$ cat src/rtl/line_dispatcher_if.sv
// Command-side bundle between the vector front end, the line dispatcher and the rasterizer.
// master is the dispatcher's view; slave is the view of the logic surrounding it.
interface line_dispatcher_if #(
  parameter int unsigned DEPTH = 16,
  parameter int unsigned CW    = 13,
  parameter int unsigned CNTW  = 16
);
  logic                   push;
  logic signed [CW-1:0]   inStartX;
  logic signed [CW-1:0]   inEndX;
  logic signed [CW-1:0]   inStartY;
  logic signed [CW-1:0]   inEndY;
  logic [3:0]             inColor;
  logic                   full;
  logic                   empty;
  logic [$clog2(DEPTH):0] count;
  logic                   overflow;
  logic                   frameEnd;
  logic                   frameDone;
  logic [CNTW-1:0]        linesDrawn;
  logic signed [CW-1:0]   startX;
  logic signed [CW-1:0]   endX;
  logic signed [CW-1:0]   startY;
  logic signed [CW-1:0]   endY;
  logic [3:0]             lineColor;
  logic                   readyIn;
  logic                   rastReady;
  logic                   done;

  modport master (
    input  push, inStartX, inEndX, inStartY, inEndY, inColor, frameEnd, rastReady, done,
    output full, empty, count, overflow, frameDone, linesDrawn,
           startX, endX, startY, endY, lineColor, readyIn
  );

  modport slave (
    output push, inStartX, inEndX, inStartY, inEndY, inColor, frameEnd, rastReady, done,
    input  full, empty, count, overflow, frameDone, linesDrawn,
           startX, endX, startY, endY, lineColor, readyIn
  );
endinterface

$ cat src/rtl/line_dispatcher.sv
// Queues line commands in a circular FIFO and hands them to the rasterizer one at a time,
// waiting for each line's done pulse; also signals when a terminated frame has fully drained.
module line_dispatcher #(
  parameter int unsigned DEPTH = 16,
  parameter int unsigned CW    = 13,
  parameter int unsigned CNTW  = 16
) (
  input logic               clk,
  input logic               rst,
  line_dispatcher_if.master bus
);
  localparam int unsigned     PTRW     = $clog2(DEPTH);
  localparam int unsigned     EW       = 4 * CW + 4;
  localparam logic [PTRW:0]   FULL_CNT = (PTRW + 1)'(DEPTH);

  localparam logic [1:0] S_IDLE  = 2'd0;
  localparam logic [1:0] S_ISSUE = 2'd1;
  localparam logic [1:0] S_WAIT  = 2'd2;

  logic [1:0]      state_q, state_d;
  logic [PTRW-1:0] wptr_q, wptr_d;
  logic [PTRW-1:0] rptr_q, rptr_d;
  logic [PTRW:0]   count_q, count_d;
  logic            ovf_q, ovf_d;
  logic            pend_q, pend_d;
  logic [CNTW-1:0] lines_q, lines_d;
  logic [EW-1:0]   hold_q, hold_d;

  logic [EW-1:0]   mem_q [DEPTH];
  logic [EW-1:0]   wr_entry;
  logic            push_ok;
  logic            pop;
  logic            frame_done;

  // Entry layout: {colour, endY, startY, endX, startX}
  assign wr_entry   = {bus.inColor, bus.inEndY, bus.inStartY, bus.inEndX, bus.inStartX};
  // A push while full is dropped even if a pop frees a slot in the same cycle.
  assign push_ok    = bus.push && (count_q != FULL_CNT);
  assign pop        = (state_q == S_IDLE) && (count_q != '0);
  assign frame_done = pend_q && (state_q == S_IDLE) && (count_q == '0);

  always_ff @(posedge clk) begin
    if (push_ok) begin
      mem_q[wptr_q] <= wr_entry;
    end
  end

  always_comb begin
    state_d = state_q;
    wptr_d  = wptr_q;
    rptr_d  = rptr_q;
    count_d = count_q;
    ovf_d   = ovf_q;
    pend_d  = pend_q;
    lines_d = lines_q;
    hold_d  = hold_q;

    if (bus.push && !push_ok) begin
      ovf_d = 1'b1;
    end
    if (push_ok) begin
      wptr_d = wptr_q + PTRW'(1);
    end
    if (pop) begin
      rptr_d = rptr_q + PTRW'(1);
      hold_d = mem_q[rptr_q];
    end
    case ({push_ok, pop})
      2'b10:   count_d = count_q + (PTRW + 1)'(1);
      2'b01:   count_d = count_q - (PTRW + 1)'(1);
      default: count_d = count_q;
    endcase

    case (state_q)
      S_IDLE:  if (pop)           state_d = S_ISSUE;
      S_ISSUE: if (bus.rastReady) state_d = S_WAIT;
      S_WAIT:  if (bus.done)      state_d = S_IDLE;
      default:                    state_d = S_IDLE;
    endcase

    // frameDone only fires in IDLE and done only counts in WAIT, so these never collide.
    if (frame_done) begin
      lines_d = '0;
    end else if ((state_q == S_WAIT) && bus.done) begin
      lines_d = lines_q + CNTW'(1);
    end

    if (frame_done) begin
      pend_d = 1'b0;
    end else if (bus.frameEnd) begin
      pend_d = 1'b1;
    end
  end

  always_ff @(posedge clk) begin
    if (rst) begin
      state_q <= S_IDLE;
      wptr_q  <= '0;
      rptr_q  <= '0;
      count_q <= '0;
      ovf_q   <= 1'b0;
      pend_q  <= 1'b0;
      lines_q <= '0;
      hold_q  <= '0;
    end else begin
      state_q <= state_d;
      wptr_q  <= wptr_d;
      rptr_q  <= rptr_d;
      count_q <= count_d;
      ovf_q   <= ovf_d;
      pend_q  <= pend_d;
      lines_q <= lines_d;
      hold_q  <= hold_d;
    end
  end

  assign bus.full       = (count_q == FULL_CNT);
  assign bus.empty      = (count_q == '0);
  assign bus.count      = count_q;
  assign bus.overflow   = ovf_q;
  assign bus.frameDone  = frame_done;
  assign bus.linesDrawn = lines_q;
  assign bus.startX     = hold_q[CW-1:0];
  assign bus.endX       = hold_q[2*CW-1:CW];
  assign bus.startY     = hold_q[3*CW-1:2*CW];
  assign bus.endY       = hold_q[4*CW-1:3*CW];
  assign bus.lineColor  = hold_q[EW-1:4*CW];
  assign bus.readyIn    = (state_q == S_ISSUE);
endmodule

$ cat src/flat_wrapper.sv
// flat-port wrapper written by rule: the top's interface ports become plain ports
module line_dispatcher_flat 
#(
  parameter int unsigned DEPTH = 16,
  parameter int unsigned CW    = 13,
  parameter int unsigned CNTW  = 16
)
  (clk, rst, bus_push, bus_inStartX, bus_inEndX, bus_inStartY, bus_inEndY, bus_inColor, bus_frameEnd, bus_rastReady, bus_done, bus_full, bus_empty, bus_count, bus_overflow, bus_frameDone, bus_linesDrawn, bus_startX, bus_endX, bus_startY, bus_endY, bus_lineColor, bus_readyIn);
  line_dispatcher_if #(.DEPTH(DEPTH), .CW(CW), .CNTW(CNTW)) bus_i ();
  input logic clk;
  input logic rst;
  input wire logic [$bits(bus_i.push)-1:0] bus_push;
  input wire logic [$bits(bus_i.inStartX)-1:0] bus_inStartX;
  input wire logic [$bits(bus_i.inEndX)-1:0] bus_inEndX;
  input wire logic [$bits(bus_i.inStartY)-1:0] bus_inStartY;
  input wire logic [$bits(bus_i.inEndY)-1:0] bus_inEndY;
  input wire logic [$bits(bus_i.inColor)-1:0] bus_inColor;
  input wire logic [$bits(bus_i.frameEnd)-1:0] bus_frameEnd;
  input wire logic [$bits(bus_i.rastReady)-1:0] bus_rastReady;
  input wire logic [$bits(bus_i.done)-1:0] bus_done;
  output wire logic [$bits(bus_i.full)-1:0] bus_full;
  output wire logic [$bits(bus_i.empty)-1:0] bus_empty;
  output wire logic [$bits(bus_i.count)-1:0] bus_count;
  output wire logic [$bits(bus_i.overflow)-1:0] bus_overflow;
  output wire logic [$bits(bus_i.frameDone)-1:0] bus_frameDone;
  output wire logic [$bits(bus_i.linesDrawn)-1:0] bus_linesDrawn;
  output wire logic [$bits(bus_i.startX)-1:0] bus_startX;
  output wire logic [$bits(bus_i.endX)-1:0] bus_endX;
  output wire logic [$bits(bus_i.startY)-1:0] bus_startY;
  output wire logic [$bits(bus_i.endY)-1:0] bus_endY;
  output wire logic [$bits(bus_i.lineColor)-1:0] bus_lineColor;
  output wire logic [$bits(bus_i.readyIn)-1:0] bus_readyIn;
  assign bus_i.push = bus_push;
  assign bus_i.inStartX = bus_inStartX;
  assign bus_i.inEndX = bus_inEndX;
  assign bus_i.inStartY = bus_inStartY;
  assign bus_i.inEndY = bus_inEndY;
  assign bus_i.inColor = bus_inColor;
  assign bus_i.frameEnd = bus_frameEnd;
  assign bus_i.rastReady = bus_rastReady;
  assign bus_i.done = bus_done;
  assign bus_full = bus_i.full;
  assign bus_empty = bus_i.empty;
  assign bus_count = bus_i.count;
  assign bus_overflow = bus_i.overflow;
  assign bus_frameDone = bus_i.frameDone;
  assign bus_linesDrawn = bus_i.linesDrawn;
  assign bus_startX = bus_i.startX;
  assign bus_endX = bus_i.endX;
  assign bus_startY = bus_i.startY;
  assign bus_endY = bus_i.endY;
  assign bus_lineColor = bus_i.lineColor;
  assign bus_readyIn = bus_i.readyIn;
  line_dispatcher #(.DEPTH(DEPTH), .CW(CW), .CNTW(CNTW)) u_core (.clk(clk), .rst(rst), .bus(bus_i));
endmodule
$ cat config.mk
export PLATFORM = sky130hd
export DESIGN_NAME = line_dispatcher_flat
export DESIGN_NICKNAME = d
export VERILOG_FILES = /design/src/rtl/line_dispatcher_if.sv /design/src/rtl/line_dispatcher.sv /design/src/flat_wrapper.sv
export SDC_FILE = /design/constraint.sdc
export NUM_CORES = 1
export LEC_CHECK = 0
export CAP_MARGIN = 20
export CORE_MARGIN = 10
export CORE_UTILIZATION = 55
export DETAILED_ROUTE_END_ITERATION = 8
export HOLD_SLACK_MARGIN = 0.08
export PLACE_DENSITY = 0.73
export SYNTH_ARGS = -nofsm -noshare
export SYNTH_HDL_FRONTEND = slang
export SYNTH_SLANG_ARGS = --single-unit
$ cat constraint.sdc
create_clock -name clk -period 8.2 [get_ports clk]
set_input_delay 1.23 -clock clk [delete_from_list [all_inputs] [get_ports clk]]
set_output_delay 1.23 -clock clk [all_outputs]
set_load 0.01 [all_outputs]
# Word level (Yosys, flattened, before mapping)
# Memory sizes are Yosys's and may differ from the RTL's. A register that Yosys moved wholly into a read port is not among the register bits.
# Index checks and enable logic that the tools add are counted.
[totals]
ff_bits = 33
ram_bits = 896
output_inout_bits = 82
wordCells = 42
memories = 1
[memory_table]
columns = ["name", "words", "word_bits", "rd", "rd_ports_with_merged_regs", "wr", "line", "source"]
rows = [
  ["u_core.mem_q", 16, 56, 1, 1, 1, "line_dispatcher.sv:29", "logic [EW-1:0] mem_q [DEPTH];"],
]
[classes]
add_sub_neg = 5
eq_ne = 9
muxes = 7
reduce_logical = 13
[op_table]
columns = ["operator", "n"]
rows = [
  ["16-bit by 1-bit adder with 16-bit output (second input constant)", 1],
  ["5-bit one-hot mux with 2 select lines", 1],
  ["4-bit by 1-bit adder with 4-bit output (second input constant)", 2],
  ["1-bit logical AND", 6],
  ["2-bit two-way mux", 3],
  ["2-bit one-hot mux with 3 select lines", 1],
  ["5-bit by 1-bit adder with 5-bit output (second input constant)", 1],
  ["5-bit equality test (second input constant)", 1],
  ["5-bit zero test", 1],
  ["5-bit != test (second input constant)", 1],
  ["5-bit nonzero test", 1],
  ["5-bit by 1-bit subtractor with 5-bit output (second input constant)", 1],
  ["2-bit by 1-bit equality test with 1-bit output (second input constant)", 2],
  ["2-bit equality test (second input constant)", 2],
  ["2-bit != test (second input constant)", 2],
  ["3-bit AND reduction", 1],
  ["2-bit zero test", 1],
  ["1-bit two-way mux", 2],
  ["2-bit by 1-bit != test with 1-bit output (second input constant)", 1],
  ["2-bit nonzero test", 1],
  ["2-bit OR reduction", 1],
  ["1-bit zero test", 1],
]

# Depth between registers and ports, before layout
[logic_depth]
word_depth = 4
mapped_depth = 16
mapped_depth_nobuf = 12

# Worst setup path after synthesis
# Ideal clock, no wire load.
[synth_path]
path_type = "input port to flip-flop"
from = "in bus_push"
to = "mem u_core.mem_q[3][0] (netlist bit) (enable)"
setup_ns = 0.538
arrival_ns = 5.724
required_time_ns = 7.662
path_slack_ns = 1.937
cell_stages = 3
n_path_buf = 0
cell_sequence = "a21boi_1 nand2_1 nor3_1"
[synth_via]
elab_chain_len = 3
[synth_lines]
columns = ["element", "line", "source"]
rows = [
  ["start, declared", "flat_wrapper.sv:12", "input wire logic [$bits(bus_i.push)-1:0] bus_push;"],
  ["1-bit logical AND", "line_dispatcher.sv:38", "assign push_ok = bus.push && (count_q != FULL_CNT);"],
  ["1-bit two-way mux", "line_dispatcher.sv:43", "if (push_ok) begin"],
  ["1-bit two-way mux (not written as such)", "line_dispatcher.sv:44", "mem_q[wptr_q] <= wr_entry;"],
  ["end, declared", "line_dispatcher.sv:29", ""],
]
# No other way between the ends.

# Final worst setup path
[layout_path]
from = "reg u_core.count_q[1], in the netlist u_core.bus.count[1]"
to = "reg u_core.count_q[4], in the netlist u_core.bus.count[4]"
[layout_via]
elab_chain_len = 4
[layout_lines]
columns = ["element", "line", "source"]
rows = [
  ["start, declared", "line_dispatcher.sv:23", "logic [PTRW:0] count_q, count_d;"],
  ["start signal, assigned", "line_dispatcher.sv:109", "count_q <= count_d;"],
  ["parallel branches: the longest is 4 deep, another holds 5-bit by 1-bit subtractor with 5-bit output", "n/a", ""],
]
# Several ways; the timed one is not identified.
# A chain may end at the register's enable or synchronous reset.

==> results.cfg <==
[status]
status = completed

[drt]
drt_wl_total_mm = 83.21
drt_iter0_drc = 2195
wire_per_inst_um = 28.01
dr_wl_met2_mm = 39.30
top_layer_used = met5
wl_met1_mm = 34.71
dr_wl_met3_mm = 7.528
drc = 0
ant_nets = 0
vias = 18760
viasPerCell = 6.314
drt-pass1-iter-count = 6

[synth]
synthCells = 1844
ys_seq_area_frac = 0.7659
ys_types = 44
synth_seq_cells = 985
synthFlopType = edfxtp_1
async_flop_share = 0
synth_area_mm2 = 0.03746
synth_enable_flop_cells = 896
syn_area_per_cell_um2 = 20.31
yosysWarnings = 0
synth_fp_nets = 1916

[placed_design]
hpwl_mm = 46.42
io_buffers = 143
gp_congestion = 0.8366
place_area_mm2 = 0.03984

[grt]
grt_pass1_wl_mm = 123.9
antenna_found_initial = 3
grt_max_degree = 136
grt.total_usage = 0.2105
grt_pass1_vias = 18900
grt_overflow_total = 0

[final_layout]
drive_gt1_frac = 0.2113
fillers = 4406
multiInputGateArea_mm2 = 0.008317
final_cell_mix = edfxtp_1 (896), mux4_2 (152), mux2i_1 (146), clkdlybuf4s50_1 (142), clkbuf_16 (97)
seq_area_mm2 = 0.02870
design_area_mm2 = 0.04307
fin_util = 0.6390
syn_to_final_growth_pct = 14.97
final_common_cell = edfxtp_1
fin_nets = 2087

[clock_network]
clk_path_buf_depth = 3
post-cts-setup-buffers = 0
cts_tree = built
ctsHoldBuffers = 0
clk_pin_slew_worst_paths_ns = 0.06
clkSinkCount = 985
cts_buffers = 96
cts_root_buf = clkbuf_16
cts_max_level = 3
cts_resized = 0
clock_latency_ns = 0.65

[timing]
rsz0062_at_grt = no
relSlewSlack = 0.2473
hold_viol = 0
fin_setup_tns_ns = 0
setup_viol = 0
fmax_mhz = 257.8
clock-skew-final_ns = 0.01869
worst_pin_slew_ns = 1.129
slew_violations = 0
fin_crit_ns = 3.880
period_share = 0.4731

[critical_path]
reg2regPathDepth = 13
crit_start = u_core.bus.count[1]$_SDFFE_PP0P_
worstReg2RegStart = u_core.bus.count[1]$_SDFFE_PP0P_
cp-start-kind = flip-flop
crit_type = reg -> reg
critPathArrivalTime_ns = 4.42
end_kind = flip-flop
required_ns = 8.74
worst-path-max-fanout = 80

[job]
cap_violations = 0

[pwr]
ir_drop_mv = 0.2404
powerDensity_mw_per_mm2 = 295.0
p_leak_uw = 0.01325
total_power_uw = 12700

[floorplan]
fp.dieW_um = 281.0
die-height_um = 281.0
initial_core_util = 0.5558
core-area_mm2 = 0.06740
ioPinCount = 144
fp-row-count = 95
die-area_mm2 = 0.07894

[min_path]
min_path_type = reg -> reg
whs_path_depth = 2
holdCritStartpoint = u_core.pend_q$_SDFFE_PP0P_
[power by group]
group / switching, uW / total (uW) / internal [uW]
Combinational: 1220 / 2380 / 1150
Clock: 1850 / 4440 / 2590
Sequential: 186 / 5890 / 5710
[logic make-up (layout without fill, tap and decap cells)]
kind of cell / after synthesis / in the layout / share of synthesized area
compound gates: 145 / 145 / 0.02859
xor+xnor: 24 / 24 / 0.005612
fa+ha+maj: 10 / 10 / 0.003340
buf+inv: 113 / 366 / 0.01530
flops: 985 / 985 / 0.7659
mux: 375 / 375 / 0.1536
other cells: 0 / 1 / 0
simple gates: 192 / 192 / 0.02773
[critical path: stages, from the launching register on]
cell	delay, ns
dfxtp_1	0.50
nor4_2	0.11
and2_1	0.19
nand2b_2	0.24
clkinv_2	0.06
buf_4	0.84
ha_1	0.51
xor2_1	0.14
ha_1	0.23
a211o_1	0.27
nand2_1	0.07
nand3b_1	0.07
a31oi_1	0.18
mux2_2	0.35
[Yosys cell counts, types with 5 or more instances]
library cell  instances  area, um2
a211oi_1             18      135.1
a21oi_1               6      30.03
a221o_1              38      380.4
buf_1                 5      18.77
buf_2                32      160.2
buf_4                 9      67.56
buf_6                10      112.6
clkbuf_1             47      176.4
dfxtp_1              89       1782
edfxtp_1            896      26910
ha_1                 10      125.1
inv_1                 9      33.78
mux2_2               77      867.1
mux2i_1             146       1461
mux4_2              152       3423
nand2_1              16      60.06
nand2b_1              5      31.28
nand3_1               5      25.02
nand3b_1              5      37.54
nor2_1               72      270.3
nor3_1                9      45.04
nor3b_1              41      307.8
nor4_1               20      125.1
o22ai_1              73      456.7
xnor2_1              12      105.1
xor2_1               12      105.1
[flip-flops by register name, indices dropped and copies added, names as in the netlist]
signal and flops:
u_core.bus.count 5, u_core.bus.linesDrawn 16, u_core.bus.overflow 1, u_core.hold_q 56
u_core.mem_q 896, u_core.pend_q 1, u_core.rptr_q 4, u_core.state_q 2
u_core.wptr_q 4
[through the flow]
step | hold WS, ns | std cells | worst slack [ns]
final | 0.4774 | 2971 | 4.320
after global routing | 0.5152 | 2970 | 4.056
after CTS | 0.4831 | 2970 | 4.313
after detailed placement | 0.4683 | 2790 | 3.871
after global placement | 0.4502 | 2790 | 3.849
after floorplan | 0.4299 | 1844 | 1.937
[worst paths after layout]
check                                     endpoint  slack, ns
hold / removal          u_core.pend_q$_SDFFE_PP0P_       0.48
setup / recovery  u_core.bus.count[4]$_SDFFE_PP0P_       4.32
hold reg to reg         u_core.pend_q$_SDFFE_PP0P_       0.48
setup reg to reg  u_core.bus.count[4]$_SDFFE_PP0P_       4.32
[cell type report]
cell class | count | area share
inverter | 10 | 0.0009007
clock inverter | 54 | 0.01371
sequential | 985 | 0.6664
clock buffer | 126 | 0.06122
antenna | 1 | 0.00005811
timing repair buffer | 176 | 0.03922
multi-input combinational | 746 | 0.1931
tap | 873 | 0.02536
[routing by layer]
metal,global-route usage,vias to the layer above
met4,0.05873,2
li1,-,7931
met1,0.3019,9858
met2,0.3265,843
met3,0.04263,124
met5,0,-
Power figures use the tool's default switching activity.
